[src/rtl/if_id_queue.sv]
// if_id_queue: DEPTH-entry fetch-to-decode instruction FIFO with valid/ready handshakes and single-cycle flush
module if_id_queue #(
    parameter int                INST_W = 32,
    parameter int                ADDR_W = 32,
    parameter int                INT_W  = 8,
    parameter int                DEPTH  = 4,
    parameter logic [INST_W-1:0] NOP    = 32'h00000013
) (
    input  logic                       clk,
    input  logic                       rst,
    input  logic                       flush_i,
    input  logic                       inst_valid_i,
    output logic                       inst_ready_o,
    input  logic [INST_W-1:0]          inst_i,
    input  logic [ADDR_W-1:0]          inst_addr_i,
    input  logic [INT_W-1:0]           int_flag_i,
    output logic                       inst_valid_o,
    input  logic                       id_ready_i,
    output logic [INST_W-1:0]          inst_o,
    output logic [ADDR_W-1:0]          inst_addr_o,
    output logic [INT_W-1:0]           int_flag_o,
    output logic [$clog2(DEPTH+1)-1:0] count_o
);
    localparam int PW = $clog2(DEPTH);
    localparam int CW = $clog2(DEPTH+1);

    logic [INST_W-1:0] inst_q [DEPTH];
    logic [ADDR_W-1:0] addr_q [DEPTH];
    logic [INT_W-1:0]  flag_q [DEPTH];
    logic [PW-1:0]     wr_q, wr_d, rd_q, rd_d;
    logic [CW-1:0]     cnt_q, cnt_d;
    logic              enq, deq;

    // ready depends only on the registered count, never on id_ready_i
    assign inst_ready_o = cnt_q != CW'(DEPTH);
    assign inst_valid_o = cnt_q != '0;
    assign count_o      = cnt_q;
    assign enq          = inst_valid_i && inst_ready_o && !flush_i;
    assign deq          = inst_valid_o && id_ready_i && !flush_i;

    assign inst_o      = inst_valid_o ? inst_q[rd_q] : NOP;
    assign inst_addr_o = inst_valid_o ? addr_q[rd_q] : '0;
    assign int_flag_o  = inst_valid_o ? flag_q[rd_q] : '0;

    always_comb begin
        wr_d  = flush_i ? '0 : wr_q + PW'(enq);
        rd_d  = flush_i ? '0 : rd_q + PW'(deq);
        cnt_d = flush_i ? '0 : cnt_q + CW'(enq) - CW'(deq);
    end

    always_ff @(posedge clk or posedge rst) begin
        if (rst) begin
            wr_q  <= '0;
            rd_q  <= '0;
            cnt_q <= '0;
        end else begin
            wr_q  <= wr_d;
            rd_q  <= rd_d;
            cnt_q <= cnt_d;
        end
    end

    // storage is never cleared; empty outputs are masked instead
    always_ff @(posedge clk) begin
        if (enq) begin
            inst_q[wr_q] <= inst_i;
            addr_q[wr_q] <= inst_addr_i;
            flag_q[wr_q] <= int_flag_i;
        end
    end
endmodule

[config.mk]
export PLATFORM = sky130hd
export DESIGN_NAME = if_id_queue
export DESIGN_NICKNAME = d
export VERILOG_FILES = /design/src/rtl/if_id_queue.sv
export SDC_FILE = /design/constraint.sdc
export NUM_CORES = 1
export LEC_CHECK = 0
export BUFFER_PORTS_ARGS = -buffer_cell sky130_fd_sc_hd__buf_2
export CAP_MARGIN = 20
export CORE_ASPECT_RATIO = 0.75
export CORE_MARGIN = 2
export CORE_UTILIZATION = 52
export CTS_CLUSTER_SIZE = 25
export DETAILED_ROUTE_END_ITERATION = 8
export GPL_ROUTABILITY_DRIVEN = 0
export PLACE_DENSITY_LB_ADDON = 0.25
export SLEW_MARGIN = 25
export SYNTH_ARGS = -nofsm -noshare
export SYNTH_HDL_FRONTEND = slang
export SYNTH_SLANG_ARGS = --single-unit
[constraint.sdc]
create_clock -name clk -period 9 [get_ports clk]
set_input_delay 2.25 -clock clk [delete_from_list [all_inputs] [get_ports clk]]
set_output_delay 2.25 -clock clk [all_outputs]
set_load 0.05 [all_outputs]
==> qor.yml <==
grt_setup_unrepaired: "no"
ios: 154
post-place-ws_ps: 4070
synth_area_mm2: 0.0115
drive_above_1_share_pct: 33.7
start_util_pct: 52.6
drc: 0
synth_top_cell_area_share_pct: 74.9
grt_usage_pct: 17.7
p_per_area_mw_per_mm2: 283
cts_resized: 0
fin_area_mm2: 0.0134
layout_min_cycle_time_ps: 5400
grt_pass1_vias: 5561
synth_edf_count: 288
cp_top_family: "buffers and inverters"
p_seq_share_pct: 42.3
cts.clk_slew.worst_paths_ps: 60
first_pass_iters: 4
whs_endpoint: "wr_q[1]"
dr.first_iter.drc_count: 370
root_buffer: "clkbuf_16"
p_sw_uw: 1320
worstSkewPairLatency_ps: 520
peakVddDrop_v: 0.000243
r2r-start: "count_o[1]"
critPathBufInv: 2
final_max_slew_viol_count: 0
num_vias: 5339
die_w_um: 176
htree_levels: 1
postCtsHoldBufs: 0
synth_common_cells: "288 x edfxtp_1, 69 x and2_1, 52 x mux4_1"
place_hpwl_um: 11300
utilization_pct: 61.2
cts_tree: "yes"
fin_hold_ws_ps: 677
reg2reg_depth: 9
finClkSkew_ps: 7.27
min_path_type: "reg2reg"
synth-main-ff-cell: "edfxtp_1"
clock_path_buffers: 3
hp-start: "wr_q[1]"
layout.nets: 742
setup_viol: 0
finalSetupTns_ps: 0
synthTopCellsByArea: "edfxtp_1 75%, mux4_1 12%, mux4_2 3.9%, and2_1 3.7%, dfrtp_1 1.5%"
rows: 47
p_clk_share_pct: 28.2
crit_slowest_cell: "dfrtp_4"
wl_per_cell_um: 21.0
post_cts_buffers: 0
ys_types: 25
synthCells: 493
synthToLayoutAreaGrowth_pct: 16.3
hold_violations: 0
die_y_um: 133
p_leak_uw: 0.00469
die_area_mm2: 0.0234
placed_area_mm2: 0.0126
crit_path_start_kind: "flop"
r2r-end: "count_o[2]"
viasPerCell: 5.48
endpoint_kind: "output port"
synth_area_leader_cell: "edfxtp_1"
path_cells: "buf_4 -> mux4_1 -> and2_1 -> buf_2"
required_ps: 6750
critPathMaxFanout: 40
switching_share_pct: 34.6
postLayoutSetupSlackWorst_ps: 3600
cts_buffers: 28
tightest_slew_ps: 804
p_int_uw: 2490
crit_type: "reg2out"
whs_path_depth: 2
outcome: "completed"
yosysMostFrequentCell: "edfxtp_1"
arrival_ps: 3150
cts_sinks: 295
min_period_over_period_pct: 60.0
cap_violations: 0
ys_warn_count: 0
yosysSeqAreaShare_pct: 76.4
routed_wl_um: 20400
coreArea_mm2: 0.0219
slowest_delay_ps: 830
grt_max_degree: 74
async_flop_share_pct: 2.37
portBuffers: 153
p_comb_share_pct: 29.6
grt_pass1_wl_um: 31400
slew_headroom_pct: 46.4
synth_area_per_cell_um2: 23.4
synthesis.nets: 575
grt_overflow: 0
grt_antenna_before_repair: 3
r2r_slack_ps: 6520
ys_ff_latch: 295
max_freq_ghz: 0.185
drtAntennaViolNets: 0
cell usage in the layout, fill, tap and decap left out, drive strengths merged:
cell type  count
nor3b          2
nand2b         1
clkinv        12
fa             1
nor2           5
or2            4
nor4b          2
nor3           1
diode          1
xnor3          1
mux4          72
nor2b          3
dfrtp          7
clkbuf        36
and2          69
buf          161
ha             4
nor4bb         1
nor4           1
edfxtp       288
bufinv         1
xnor2          2
inv            5
cell type report:
class | instances | area (µm²)
Antenna cell | 1 | 2.50
Sequential cell | 295 | 8830
Fill cell | 1573 | 8500
Inverter | 5 | 21.3
Tap cell | 294 | 368
Timing Repair Buffer | 161 | 853
Multi-Input combinational cell | 169 | 2520
Clock inverter | 13 | 83.8
Clock buffer | 36 | 752
sequential cells by signal, summed over array words and instances (netlist names):
| signal | cells |
|---|---|
| addr_q | 128 |
| count_o | 3 |
| flag_q | 32 |
| inst_q | 128 |
| rd_q | 2 |
| wr_q | 2 |
metal layers:
layer / vias to the layer above / global-route usage (%) / part of all wire [%]
met5: - / 0 / 0.10
met4: 4 / 3.72 / 1.7
met3: 31 / 4.28 / 6.3
met2: 151 / 29.2 / 49
met1: 2750 / 24.4 / 43
li1: 2403 / - / -
worst max path at each step:
| stage | cells after the start | to | from | slack (ps) |
|---|---|---|---|---|
| floorplan | 3 | addr_q[1][0] | flush_i | -1770 |
| global placement | 4 | inst_o[1] | rd_q[0] | 4080 |
| detailed placement | 4 | inst_o[1] | rd_q[0] | 4070 |
| CTS | 4 | inst_o[1] | rd_q[0] | 3510 |
| global route | 4 | inst_o[1] | rd_q[0] | 3450 |
| finish | 4 | inst_addr_o[23] | rd_q[0] | 3600 |
cell families after synthesis:
| group | synth area share, % |
|---|---|
| mux | 15.7 |
| flops | 76.4 |
| simple gates | 4.80 |
| fa+ha+maj | 0.607 |
| buf+inv | 2.08 |
| xor+xnor | 0.347 |
power by group through the flow:
stage | combinational (µW) | clock [µW] | sequential [µW]
floorplan | 888 | 0 | 1640
global placement | 1130 | 0 | 1640
detailed placement | 1140 | 0 | 1640
CTS | 1140 | 1100 | 1610
global route | 1190 | 1150 | 1610
finish | 1120 | 1070 | 1610
per-stage QoR:
| stage | power, µW | instances |
|---|---|---|
| 6_report | 3800 | 974 |
| 5_1_grt | 3950 | 973 |
| 4_1_cts | 3850 | 972 |
| 3_5_place_dp | 2780 | 923 |
| 3_3_place_gp | 2760 | 923 |
| 2_1_floorplan | 2530 | 493 |
worst reg2reg max path, stage by stage (launching register included):
cell     delay [ps]
dfrtp_1         440
nor3_1          580
nor3b_1         150
ha_1            300
inv_1            60
ha_1            130
inv_1            50
fa_1            390
xnor3_1         210
nor2_1           40
Note: power is estimated with default switching activity, not from simulation.
